<file path="config.mk">
export PLATFORM = sky130hd
export DESIGN_NAME = multi_button_conditioner
export DESIGN_NICKNAME = d
export VERILOG_FILES = /design/src/rtl/button_pkg.sv /design/src/rtl/button_channel.sv /design/src/rtl/multi_button_conditioner.sv
export SDC_FILE = /design/constraint.sdc
export NUM_CORES = 1
export LEC_CHECK = 0
export ABC_AREA = 1
export CAP_MARGIN = 10
export CORE_ASPECT_RATIO = 2
export CORE_MARGIN = 5
export CORE_UTILIZATION = 61
export CTS_BUF_LIST = sky130_fd_sc_hd__clkbuf_2
export CTS_CLUSTER_DIAMETER = 150
export DETAILED_ROUTE_END_ITERATION = 8
export PLACE_DENSITY = 0.93
export SYNTH_ARGS = -nofsm -noshare
export SYNTH_HDL_FRONTEND = slang
export SYNTH_SLANG_ARGS = --single-unit
export TNS_END_PERCENT = 10
</file>
<file path="constraint.sdc">
create_clock -name clk -period 1.71 [get_ports clk]
set_clock_uncertainty 0.05 [all_clocks]
set_input_delay 0.2565 -clock clk [delete_from_list [all_inputs] [get_ports clk]]
set_output_delay 0.2565 -clock clk [all_outputs]
set_load 0.01 [all_outputs]
</file>
<file path="src/rtl/button_pkg.sv">
`default_nettype none
// ============================================================================
//  Module   : button_pkg
//  Purpose  : Shared definitions for the multi-channel button conditioner:
//             hold/repeat FSM encoding and the counter-width helper.
//  Revision : 1.0  initial release
// ============================================================================
package button_pkg;

   // Hold/repeat sequencing state of one channel
   typedef enum logic [1:0] {
      ST_IDLE   = 2'd0,
      ST_HOLD   = 2'd1,
      ST_REPEAT = 2'd2
   } hold_state_t;

   // Largest of three timing values; sizes the shared counter width
   function automatic int unsigned max3(input int unsigned a,
                                        input int unsigned b,
                                        input int unsigned c);
      int unsigned m;
      m = a;
      if (b > m) m = b;
      if (c > m) m = c;
      return m;
   endfunction

endpackage : button_pkg
`default_nettype wire

</file>
<file path="src/rtl/button_channel.sv">
`default_nettype none
// ============================================================================
//  Module   : button_channel
//  Purpose  : One button channel: 2-FF synchroniser with polarity fix,
//             counter debounce, press/release edge pulses and the
//             hold / auto-repeat sequencer. Every output is a flop.
//  Revision : 1.0  initial release
// ============================================================================
module button_channel
   import button_pkg::*;
#(
   parameter bit          ACTIVE_LOW      = 1'b0,
   parameter int unsigned DEBOUNCE_CYCLES = 50000,
   parameter int unsigned HOLD_CYCLES     = 0,
   parameter int unsigned REPEAT_CYCLES   = 0,
   parameter int unsigned CNT_W           = 16
) (
   input  logic clk,
   input  logic reset,
   input  logic raw_button,
   output logic level,
   output logic press_pulse,
   output logic release_pulse,
   output logic long_press,
   output logic event_pulse
);

   localparam logic [CNT_W-1:0] c_deb_last = CNT_W'(DEBOUNCE_CYCLES - 1);
   localparam logic [CNT_W-1:0] c_hold     = CNT_W'(HOLD_CYCLES);
   localparam logic [CNT_W-1:0] c_rep      = CNT_W'(REPEAT_CYCLES);
   localparam logic [CNT_W-1:0] c_one      = CNT_W'(1);

   logic             r_s0;
   logic             r_s1;
   logic             r_stable;
   logic [CNT_W-1:0] r_db_cnt;

   hold_state_t      r_state;
   logic [CNT_W-1:0] r_hold_cnt;
   logic [CNT_W-1:0] r_rep_cnt;
   logic             r_parked;

   logic             r_level;
   logic             r_press;
   logic             r_release;
   logic             r_long;
   logic             r_event;

   logic             w_rise;
   logic             w_fall;

   // Two-flop synchroniser; inversion applied at the first flop so that
   // everything downstream treats 1 as pressed
   always_ff @(posedge clk) begin
      if (reset) begin
         r_s0 <= 1'b0;
         r_s1 <= 1'b0;
      end else begin
         r_s0 <= raw_button ^ ACTIVE_LOW;
         r_s1 <= r_s0;
      end
   end

   // Debounce: stable state flips only after DEBOUNCE_CYCLES consecutive disagreeing samples
   always_ff @(posedge clk) begin
      if (reset) begin
         r_stable <= 1'b0;
         r_db_cnt <= '0;
      end else if (r_s1 != r_stable) begin
         if (r_db_cnt == c_deb_last) begin
            r_stable <= r_s1;
            r_db_cnt <= '0;
         end else begin
            r_db_cnt <= r_db_cnt + c_one;
         end
      end else begin
         r_db_cnt <= '0;
      end
   end

   // Edge of the debounced state against the registered level output
   assign w_rise = r_stable & ~r_level;
   assign w_fall = ~r_stable & r_level;

   // Level/edge outputs plus hold and auto-repeat sequencer; a release always
   // returns to idle and suppresses any tick due on the same edge
   always_ff @(posedge clk) begin
      if (reset) begin
         r_level    <= 1'b0;
         r_press    <= 1'b0;
         r_release  <= 1'b0;
         r_long     <= 1'b0;
         r_event    <= 1'b0;
         r_state    <= ST_IDLE;
         r_hold_cnt <= '0;
         r_rep_cnt  <= '0;
         r_parked   <= 1'b0;
      end else begin
         r_level   <= r_stable;
         r_press   <= w_rise;
         r_release <= w_fall;
         r_long    <= 1'b0;
         r_event   <= w_rise;

         if (w_fall) begin
            r_state    <= ST_IDLE;
            r_hold_cnt <= '0;
            r_rep_cnt  <= '0;
            r_parked   <= 1'b0;
         end else begin
            case (r_state)
               ST_IDLE: begin
                  // With no hold time the channel simply stays idle while pressed
                  if (w_rise && (HOLD_CYCLES != 0)) begin
                     r_state    <= ST_HOLD;
                     r_hold_cnt <= c_one;
                     r_parked   <= 1'b0;
                  end
               end
               ST_HOLD: begin
                  // Parked means the single long-press has fired and repeat is off
                  if (!r_parked) begin
                     if (r_hold_cnt == c_hold) begin
                        r_long  <= 1'b1;
                        r_event <= 1'b1;
                        if (REPEAT_CYCLES != 0) begin
                           r_state    <= ST_REPEAT;
                           r_hold_cnt <= '0;
                           r_rep_cnt  <= c_one;
                        end else begin
                           r_parked <= 1'b1;
                        end
                     end else begin
                        r_hold_cnt <= r_hold_cnt + c_one;
                     end
                  end
               end
               ST_REPEAT: begin
                  if (r_rep_cnt == c_rep) begin
                     r_event   <= 1'b1;
                     r_rep_cnt <= c_one;
                  end else begin
                     r_rep_cnt <= r_rep_cnt + c_one;
                  end
               end
               default: begin
                  r_state    <= ST_IDLE;
                  r_hold_cnt <= '0;
                  r_rep_cnt  <= '0;
                  r_parked   <= 1'b0;
               end
            endcase
         end
      end
   end

   assign level         = r_level;
   assign press_pulse   = r_press;
   assign release_pulse = r_release;
   assign long_press    = r_long;
   assign event_pulse   = r_event;

endmodule : button_channel
`default_nettype wire

</file>
<file path="src/rtl/multi_button_conditioner.sv">
`default_nettype none
// ============================================================================
//  Module   : multi_button_conditioner
//  Purpose  : N independent front-panel button channels, each synchronised,
//             polarity-corrected, debounced and sequenced for long-press and
//             auto-repeat key events.
//  Revision : 1.0  initial release
// ============================================================================
module multi_button_conditioner
   import button_pkg::*;
#(
   parameter int unsigned              NUM_CHANNELS    = 4,
   parameter logic [NUM_CHANNELS-1:0]  ACTIVE_LOW      = '0,
   parameter int unsigned              DEBOUNCE_CYCLES = 50000,
   parameter int unsigned              HOLD_CYCLES     = 0,
   parameter int unsigned              REPEAT_CYCLES   = 0
) (
   input  logic                    clk,
   input  logic                    reset,
   input  logic [NUM_CHANNELS-1:0] raw_buttons,
   output logic [NUM_CHANNELS-1:0] level,
   output logic [NUM_CHANNELS-1:0] press_pulse,
   output logic [NUM_CHANNELS-1:0] release_pulse,
   output logic [NUM_CHANNELS-1:0] long_press,
   output logic [NUM_CHANNELS-1:0] event_pulse
);

   // One counter width covers debounce, hold and repeat timing
   localparam int unsigned CNT_W =
      $clog2(max3(DEBOUNCE_CYCLES, HOLD_CYCLES, REPEAT_CYCLES) + 1);

   // One fully independent channel per button
   for (genvar i = 0; i < NUM_CHANNELS; i++) begin : g_channel
      button_channel #(
         .ACTIVE_LOW      (ACTIVE_LOW[i]),
         .DEBOUNCE_CYCLES (DEBOUNCE_CYCLES),
         .HOLD_CYCLES     (HOLD_CYCLES),
         .REPEAT_CYCLES   (REPEAT_CYCLES),
         .CNT_W           (CNT_W)
      ) u_channel (
         .clk           (clk),
         .reset         (reset),
         .raw_button    (raw_buttons[i]),
         .level         (level[i]),
         .press_pulse   (press_pulse[i]),
         .release_pulse (release_pulse[i]),
         .long_press    (long_press[i]),
         .event_pulse   (event_pulse[i])
      );
   end : g_channel

endmodule : multi_button_conditioner
`default_nettype wire

</file>
==> flow_summary.json, run 1 <==
{
  "finalSetupViolCount": 0,
  "drtPass1Iterations": 5,
  "num_vias": 3528,
  "power.combinational.fraction_pct": 2.3,
  "timing.max_cap.violations": 0,
  "grt_max_degree": 17,
  "ys_ff_latch": 88,
  "period_needed_ns": 1.55,
  "floorplan.initialDensity_pct": 61.8,
  "dpl.hpwl_mm": 5.75,
  "viasPerCell": 5.13,
  "worst-path-max-fanout": 16,
  "grt_usage_pct": 19.6,
  "grt_setup_unrepaired": "true",
  "final.setup.worst_slack_ns": 0.162,
  "switching_share_pct": 22.5,
  "finish.net_count": 603,
  "path_class": "flop to flop",
  "yosysSeqAreaShare_pct": 41.7,
  "power_leakage_nw": 1.51,
  "initialDrtViolationCount": 231,
  "internal_power_w": 0.00241,
  "die_area_sq_mm": 0.00879,
  "antenna-diode-count": 0,
  "totalPowerFinal_w": 0.00312,
  "power-per-cell-area_mw_per_mm2": 702,
  "final_worst_path_period_share_pct": 90.5,
  "final_max_slew_viol_count": 0,
  "power_frac_clock_pct": 31.2,
  "run_status": "finished clean",
  "synth_cells": 583,
  "grt_remaining_overflow": 0,
  "fraction_of_final_layout_cells_sized_beyond_drive_strength_1_pct": 10.4,
  "post_synth_instance_area_sq_mm": 0.00422,
  "cts_tree": "yes",
  "timing.critical_path.arrival_ns": 1.96,
  "place.port_buffers": 21,
  "placement_rows": 43,
  "grt_antenna_before_repair": 0,
  "dieWidth_um": 68.8,
  "pre_cts_ws_ns": 0.0407,
  "grt_pass1_vias": 3317,
  "cts.htree.levels": 3,
  "stdcell_area_sq_mm": 0.00444,
  "post-place-cells": 672,
  "pin_count": 26,
  "yosys_warnings": 0,
  "numClockSinks": 88,
  "min-delay-path-class": "input pin to flop",
  "clk_latency_ns": 0.55,
  "gp_routability_congestion": 0.885,
  "wl_per_cell_um": 11.4,
  "synth.avg_cell_area_sq_um": 7.24,
  "timing.fmax_ghz": 0.646,
  "crit_path_required_time_ns": 2.12,
  "mostFrequentLayoutCells": "nand2_1, nor2_1, dfxtp_1, inv_1, nand3_1",
  "total_of_hold_buffers_inserted_after_clock_tree_synthesis": 0,
  "tritoncts_buffers": 9,
  "worstSetupStartpointType": "flop",
  "yosys_most_used_dff": "dfxtp_1",
  "route.detailed.drc": 0,
  "cts_buffer_depth": 2,
  "detailed_place.area_sq_mm": 0.00434,
  "dieHeight_um": 128,
  "proportion_of_power_drawn_by_flip_flops_and_latches_pct": 66.5,
  "endpoint_kind": "flop",
  "instances_no_fill": 688,
  "area.growth.synth_to_final_pct": 5.07,
  "clk_transition_reported_paths_ns": 0.21,
  "postSynth.asyncResetShare_pct": 0,
  "p_switching_w": 0.000701,
  "hold_viol_final": 0,
  "clk_root_buffer_cell": "clkbuf_2",
  "post_drt_antenna_nets": 0,
  "totalWireLength_mm": 7.83,
  "synth.lib_cells_used.distinct": 32,
  "wire_length_of_the_first_global_routing_pass_mm": 13.4,
  "synth-edff-count": 0,
  "layout_commonest_cell": "nand2_1",
  "peakVddDrop_uv": 490,
  "core_sq_mm": 0.00683
}
==> cell families after synthesis <==
logic type | synth area share, %
simple gates | 34.7
xor+xnor | 4.56
buf+inv | 11.1
fa+ha+maj | 1.19
flops | 41.7
compound gates | 6.64
other cells | 0.0888
==> layer usage <==
layer	up-vias	routed length (um)	global-route usage, %
li1	1830	-	-
met1	1599	3360	23.2
met2	85	3940	32.7
met3	14	361	5.00
met4	0	157	7.82
met5	-	0	0
==> cells in the mapped netlist (3+ instances only) <==
library cell  number  area, sq um
buf_6              4         45.0
nand2_4            3         33.8
o21bai_1           3         22.5
xor2_1            13          114
nand2_2            4         25.0
inv_1             60          225
a21oi_2            5         43.8
nand2_1          125          469
nor2_2            21          131
buf_4             20          150
nor3_1             5         25.0
or2_0              3         18.8
o21ai_0            6         30.0
ha_1               4         50.1
nand4_1           16          100
xnor2_1            9         78.8
a21oi_1           27          135
nor2_1           118          443
nand3_1           34          170
dfxtp_1           88         1760
==> area by class of cell <==
type,instances,area (sq um)
fill,589,2400
multi-input combinational,410,2010
sequential,88,1770
inverter,61,234
timing repair buffer,23,205
tap,90,113
clock buffer,10,50.0
clock inverter,6,50.0
==> power groups by stage <==
stage	Clock, W	Combinational [W]	Sequential (W)
finish	0.000973	0.0000709	0.00207
global route	0.00110	0.0000795	0.00208
CTS	0.00101	0.0000705	0.00207
detailed placement	0	0.0000703	0.00211
global placement	0	0.0000667	0.00211
floorplan	0	0.0000679	0.00211
==> critical path, stage by stage, from the launching register on <==
cell and delay (ns):
dfxtp_1 0.41, ha_1 0.19, nand3_1 0.20, nor2_1 0.24
nand2_1 0.12, nand2_4 0.18, nor2_1 0.08
==> state kept, by name, indices dropped and copies added, names as in the netlist <==
| register | cells |
|---|---|
| g_channel.u_channel.level | 4 |
| g_channel.u_channel.r_s1 | 4 |
| g_channel.u_channel.event_pulse | 2 |
| g_channel.u_channel.r_stable | 4 |
| g_channel.u_channel.r_db_cnt | 64 |
| g_channel.u_channel.release_pulse | 4 |
| g_channel.u_channel.r_s0 | 4 |
| g_channel.u_channel.press_pulse | 2 |
==> through the flow <==
stage / setup TNS [ns] / hold WS (ns) / util (%)
after floorplan: 0 / 0.313 / -
after global placement: 0 / 0.339 / 63.5
after detailed placement: 0 / 0.344 / 63.5
after CTS: 0 / 0.124 / 64.8
after global routing: -0.0162 / 0.108 / 64.9
final: 0 / 0.164 / 64.9
==> final timing paths <==
kind / start / to / slack, ns / depth (start not counted)
worst max register to register: g_channel[3].u_channel.r_db_cnt[0]$_SDFF_PP0_ / g_channel[3].u_channel.r_db_cnt[10]$_SDFF_PP0_ / 0.16 / 6
worst max-delay path: g_channel[3].u_channel.r_db_cnt[0]$_SDFF_PP0_ / g_channel[3].u_channel.r_db_cnt[10]$_SDFF_PP0_ / 0.16 / 6
worst min-delay path: raw_buttons[1] / g_channel[1].u_channel.r_s0$_SDFF_PP0_ / 0.16 / 3
worst min register to register: g_channel[3].u_channel.r_s0$_SDFF_PP0_ / g_channel[3].u_channel.r_s1$_SDFF_PP0_ / 0.36 / 2
==> what timing repair did <==
action | in CTS | in global routing
hold endpoints to repair | 0 | 0
setup buffers | 0 | 0
endpoints found under the setup margin | 16 | 18
resized for setup | 23 | 2
Note: power is estimated with default switching activity, not from simulation.
==> inputs of run 2 (changes only) <==
- CORE_MARGIN: 5 -> unset
- CTS_CLUSTER_DIAMETER: 150 -> 60
- RECOVER_POWER: unset -> 50
==> run 2 against run 1 <==
- largest cell class unchanged
- non-clock buffer count increased by 1
- combinational power decreased by 8.9%
- clock power increased by 6%
- total power increased by 1.6%
==> flow_summary.json, run 2 (synthesis gave the netlist of run 1 again) <==
{
  "run_status": "finished clean",
  "max_flop_register": "g_channel.u_channel.r_db_cnt",
  "min-delay-path-class": "input pin to flop",
  "hold_slack_ns": 0.142,
  "grt_remaining_overflow": 0,
  "numClockSinks": 88,
  "dpl.hpwl_mm": 5.97,
  "cts_tree": "yes",
  "worstSetupStartpointType": "flop",
  "timing.fmax_ghz": 0.631,
  "totalWireLength_mm": 8.05,
  "clk_transition_reported_paths_ns": 0.23,
  "dr.max_layer_used": "met4",
  "total_of_hold_buffers_inserted_after_clock_tree_synthesis": 0,
  "clk_root_buffer_cell": "clkbuf_2",
  "finish.net_count": 604,
  "fraction_of_final_layout_cells_sized_beyond_drive_strength_1_pct": 8.68,
  "cts.htree.levels": 3,
  "grt_antenna_before_repair": 1,
  "grt_usage_pct": 25.6,
  "grt_pass1_vias": 3409,
  "worst-path-max-fanout": 16,
  "clk_latency_ns": 0.55,
  "place.port_buffers": 21,
  "viasPerCell": 5.19,
  "num_vias": 3569,
  "wirelength_met1_mm": 3.07,
  "route.detailed.drc": 0,
  "endpoint_kind": "flop",
  "path_class": "flop to flop",
  "peakVddDrop_uv": 612,
  "hold_viol_final": 0,
  "power-per-cell-area_mw_per_mm2": 716,
  "wl_per_cell_um": 11.7,
  "timing.critical_path.arrival_ns": 2.00,
  "initialDrtViolationCount": 200,
  "pre_cts_ws_ns": 0.0277,
  "area.growth.synth_to_final_pct": 4.65,
  "core_sq_mm": 0.00667,
  "wire_length_of_the_first_global_routing_pass_mm": 14.2,
  "finalSetupViolCount": 0,
  "final_worst_path_period_share_pct": 92.7,
  "drtPass1Iterations": 4,
  "placement_rows": 42,
  "met2WireLength_mm": 4.42,
  "period_needed_ns": 1.59,
  "final.setup.worst_slack_ns": 0.125,
  "floorplan.initialDensity_pct": 63.3,
  "mostFrequentLayoutCells": "nand2_1, nor2_1, dfxtp_1, inv_1, nand3_1",
  "largest_reg_flops": 64,
  "timing.reg2reg.setup_slack_ns": 0.12,
  "cts_buffer_depth": 2,
  "pin_count": 26,
  "maxSlewHeadroom_pct": 58.4,
  "gp_routability_congestion": 0.897,
  "die_area_sq_mm": 0.00728,
  "crit_path_required_time_ns": 2.12,
  "final_max_slew_viol_count": 0,
  "timing.max_cap.violations": 0,
  "grt_max_degree": 17,
  "power_leakage_nw": 1.51,
  "dieWidth_um": 60.8,
  "met3WireLength_um": 231,
  "post_drt_antenna_nets": 0,
  "tritoncts_buffers": 9,
  "layout_commonest_cell": "nand2_1",
  "worstMarginPinSlew_ns": 0.623,
  "dieHeight_um": 120
}
## run 2: changes by cell type in the layout (fill, tap and decap cells not counted), sizes merged
cell           before  now
clkbuf             10   11
clkdlybuf4s50       5    4
clkinv              5    4
clkinvlp            0    2
diode               0    1
dlygate4sd3         0    1
inv                61   60
## run 2: layout make-up
cell class	instances	area, sq um
multi-input combinational	410	1990
fill	555	2260
clock buffer	10	50.0
timing repair buffer	24	209
inverter	61	230
sequential	88	1770
tap	88	110
antenna	1	2.50
clock inverter	6	60.1
## run 2: power breakdown
part | internal (W) | switching [W] | total (W) | leakage [nW]
Sequential | 0.00207 | 0.00000560 | 0.00207 | 0.712
Clock | 0.000336 | 0.000693 | 0.00103 | 0.0693
Combinational | 0.0000230 | 0.0000416 | 0.0000646 | 0.727
Total | 0.00243 | 0.000740 | 0.00316 | 1.51
## run 2: metrics by stage
step                      std cells  area [sq um]  util [%]  total power, W  setup TNS (ns)
after detailed placement        670          4330      64.9         0.00218               0
after global routing            688          4420      66.2         0.00328         -0.0180
after floorplan                 586          4230         -         0.00218               0
after CTS                       687          4440      66.6         0.00319               0
after global placement          670          4330      64.9         0.00218               0
final                           688          4420      66.2         0.00316               0
## run 2: worst paths after layout
kind / start / to / depth (start not counted)
setup / recovery: g_channel[3].u_channel.r_db_cnt[0]$_SDFF_PP0_ / g_channel[3].u_channel.r_db_cnt[10]$_SDFF_PP0_ / 6
hold / removal: raw_buttons[1] / g_channel[1].u_channel.r_s0$_SDFF_PP0_ / 3
hold reg to reg: g_channel[2].u_channel.r_s0$_SDFF_PP0_ / g_channel[2].u_channel.r_s1$_SDFF_PP0_ / 2
setup reg to reg: g_channel[3].u_channel.r_db_cnt[0]$_SDFF_PP0_ / g_channel[3].u_channel.r_db_cnt[10]$_SDFF_PP0_ / 6
## run 2: what timing repair did
item	in CTS	in global routing
gates resized for setup	25	3
setup buffers	1	0
setup endpoints to repair	16	30
## run 2: worst max-delay path, cell delays in order (launching register included)
cell	delay (ns)
dfxtp_1	0.40
ha_1	0.19
nand3_1	0.19
nor2_1	0.28
nand2_1	0.15
nand2_4	0.18
nor2_1	0.07
## run 2: metal layers
metal / GRT usage, % / vias up
met5: 0 / -
met4: 15.5 / 0
li1: - / 1835
met1: 27.0 / 1631
met2: 44.4 / 77
met3: 5.06 / 26
==> inputs of run 3 (changes only) <==
- PLACE_DENSITY: 0.93 -> 0.91
- clock period: 1.71 -> 1.6 ns (I/O delays scaled with it)
==> run 3 against run 2 <==
- sequential share of layout area is 0.90 points lower
- hold slack worse by 0.0081 ns
- die area stayed put
- sequential power is 7% higher
- critical endpoint is now level[1]
- largest cell class unchanged
- highest routed layer unchanged
==> flow_summary.json, run 3 (synthesis gave the netlist of run 1 again) <==
{
  "run_status": "finished clean",
  "timing.rr.start": "g_channel[3].u_channel.r_db_cnt[0]$_SDFF_PP0_",
  "num_vias": 3685,
  "cts_tree": "yes",
  "floorplan.initialDensity_pct": 63.3,
  "viasPerCell": 5.33,
  "path_class": "flop to output pin",
  "dpl.hpwl_mm": 6.22,
  "slowest_cp_cell": "dfxtp_2",
  "filler_cell_count": 573,
  "cts.htree.levels": 3,
  "worst_hold_path.num_cells": 3,
  "worstSetupStartpointType": "flop",
  "min-delay-path-class": "input pin to flop",
  "layout_commonest_cell": "nand2_1",
  "final_worst_path_period_share_pct": 94.6,
  "numClockSinks": 88,
  "core_sq_mm": 0.00667,
  "timing.fmax_ghz": 0.661,
  "pin_count": 26,
  "worst-path-buf-inv": 1,
  "wl_per_cell_um": 12.9,
  "total_of_hold_buffers_inserted_after_clock_tree_synthesis": 0,
  "worstMarginPinSlew_ns": 0.763,
  "power_leakage_nw": 1.54,
  "timing.critical_path.arrival_ns": 1.22,
  "gp_routability_congestion": 0.893,
  "wire_length_of_the_first_global_routing_pass_mm": 14.4,
  "timing.reg2reg.setup_slack_ns": 0.11,
  "mostFrequentLayoutCells": "nand2_1, nor2_1, dfxtp_1, inv_1, nand3_1",
  "clk_latency_ns": 0.56,
  "final_max_slew_viol_count": 0,
  "clk_root_buffer_cell": "clkbuf_2",
  "post_drt_antenna_nets": 0,
  "max_flop_register": "g_channel.u_channel.r_db_cnt",
  "largest_reg_flops": 64,
  "p_switching_w": 0.000783,
  "die_area_sq_mm": 0.00728,
  "dieHeight_um": 120,
  "finalSetupViolCount": 0,
  "grt_max_degree": 17,
  "proportion_of_power_drawn_by_flip_flops_and_latches_pct": 62.6,
  "final.setup.worst_slack_ns": 0.0871,
  "placement_rows": 42,
  "grt_usage_pct": 25.9,
  "grt_setup_unrepaired": "true",
  "internal_power_w": 0.00275,
  "grt_antenna_before_repair": 0,
  "drtPass1Iterations": 6,
  "setup_tns_ns": 0,
  "multiInputGateArea_sq_mm": 0.00207,
  "instances_no_fill": 692,
  "critical_path.max_stage_delay_ns": 0.41,
  "area.growth.synth_to_final_pct": 7.53,
  "crit_path_required_time_ns": 1.31,
  "worst_setup_path_endpoint": "level[1]",
  "power.combinational.fraction_pct": 2.3,
  "worstPathCellList": "dlygate4sd2_1",
  "cts_buffer_depth": 2,
  "grt_pass1_vias": 3587,
  "totalWireLength_mm": 8.95,
  "hold_viol_final": 0,
  "dieWidth_um": 60.8,
  "antenna-diode-count": 0,
  "timing.max_cap.violations": 0,
  "switching_share_pct": 22.1,
  "timing.critical_path.depth": 1,
  "initialDrtViolationCount": 311,
  "crit_family": "flip-flops",
  "fin_util_pct": 68.0,
  "post-place-cells": 674,
  "period_needed_ns": 1.51,
  "route.detailed.drc": 0,
  "peakVddDrop_uv": 848,
  "register_area_sq_mm": 0.00177,
  "grt_remaining_overflow": 0,
  "pre_cts_ws_ns": -0.0494,
  "worst-path-max-fanout": 3,
  "rr_worst_depth": 6,
  "tritoncts_buffers": 9,
  "endpoint_kind": "output pin",
  "power-per-cell-area_mw_per_mm2": 779,
  "startpoint": "g_channel[1].u_channel.level$_SDFF_PP0_",
  "crit-reg2reg-capture": "g_channel[3].u_channel.r_db_cnt[3]$_SDFF_PP0_",
  "power_frac_clock_pct": 35.1,
  "maxSlewHeadroom_pct": 49.1,
  "fraction_of_final_layout_cells_sized_beyond_drive_strength_1_pct": 13.4,
  "finish.net_count": 610,
  "clk_transition_reported_paths_ns": 0.20,
  "place.port_buffers": 21
}
run 3: power by group through the flow:
stage          clock network (W)  logic [W]  registers [W]
2_1_floorplan                  0  0.0000726        0.00226
3_5_place_dp                   0  0.0000805        0.00226
6_report                 0.00124  0.0000810        0.00222
5_1_grt                  0.00133  0.0000903        0.00222
3_3_place_gp                   0  0.0000777        0.00226
4_1_cts                  0.00125  0.0000810        0.00221
run 3: how the worst min path moves through the flow:
stage,from,endpoint
floorplan,raw_buttons[0],g_channel[0].u_channel.r_s0$_SDFF_PP0_
global placement,g_channel[2].u_channel.r_s0$_SDFF_PP0_,g_channel[2].u_channel.r_s1$_SDFF_PP0_
detailed placement,g_channel[2].u_channel.r_s0$_SDFF_PP0_,g_channel[2].u_channel.r_s1$_SDFF_PP0_
CTS,raw_buttons[2],g_channel[2].u_channel.r_s0$_SDFF_PP0_
global route,raw_buttons[2],g_channel[2].u_channel.r_s0$_SDFF_PP0_
finish,raw_buttons[2],g_channel[2].u_channel.r_s0$_SDFF_PP0_
run 3: area by class of cell:
| type | instances | share of cell area (%) |
|---|---|---|
| Timing Repair Buffer | 27 | 5.02 |
| Inverter | 61 | 5.07 |
| Clock buffer | 11 | 1.21 |
| Sequential cell | 88 | 39.1 |
| Tap cell | 88 | 2.43 |
| Multi-Input combinational cell | 413 | 45.6 |
| Clock inverter | 4 | 1.54 |
run 3: through the flow:
stage          power, W  cell area (sq um)  hold slack [ns]
2_1_floorplan   0.00233               4230            0.297
3_3_place_gp    0.00233               4360            0.341
3_5_place_dp    0.00234               4360            0.345
4_1_cts         0.00355               4480            0.106
5_1_grt         0.00364               4540            0.141
6_report        0.00354               4540            0.134
run 3: tightest hold or removal path: stages:
cell and delay (ns):
clkdlybuf4s50_1 0.39, inv_1 0.05, nor2_1 0.03
run 3: per-layer routing:
metal  vias to the layer above  GRT usage [%]  part of all wire (%)
met2                       120           45.8                    55
met4                         0           16.2                   4.2
met3                        33           4.53                   3.8
li1                       1846              -                     -
met1                      1686           26.3                    37
met5                         -              0                     0
run 3: repair_timing:
action	in CTS	in global routing
gates cloned	0	3
resized for setup	25	14
buffers inserted	0	0
hold endpoints to repair	0	0
endpoints found under the setup margin	18	61
pin swaps	0	3
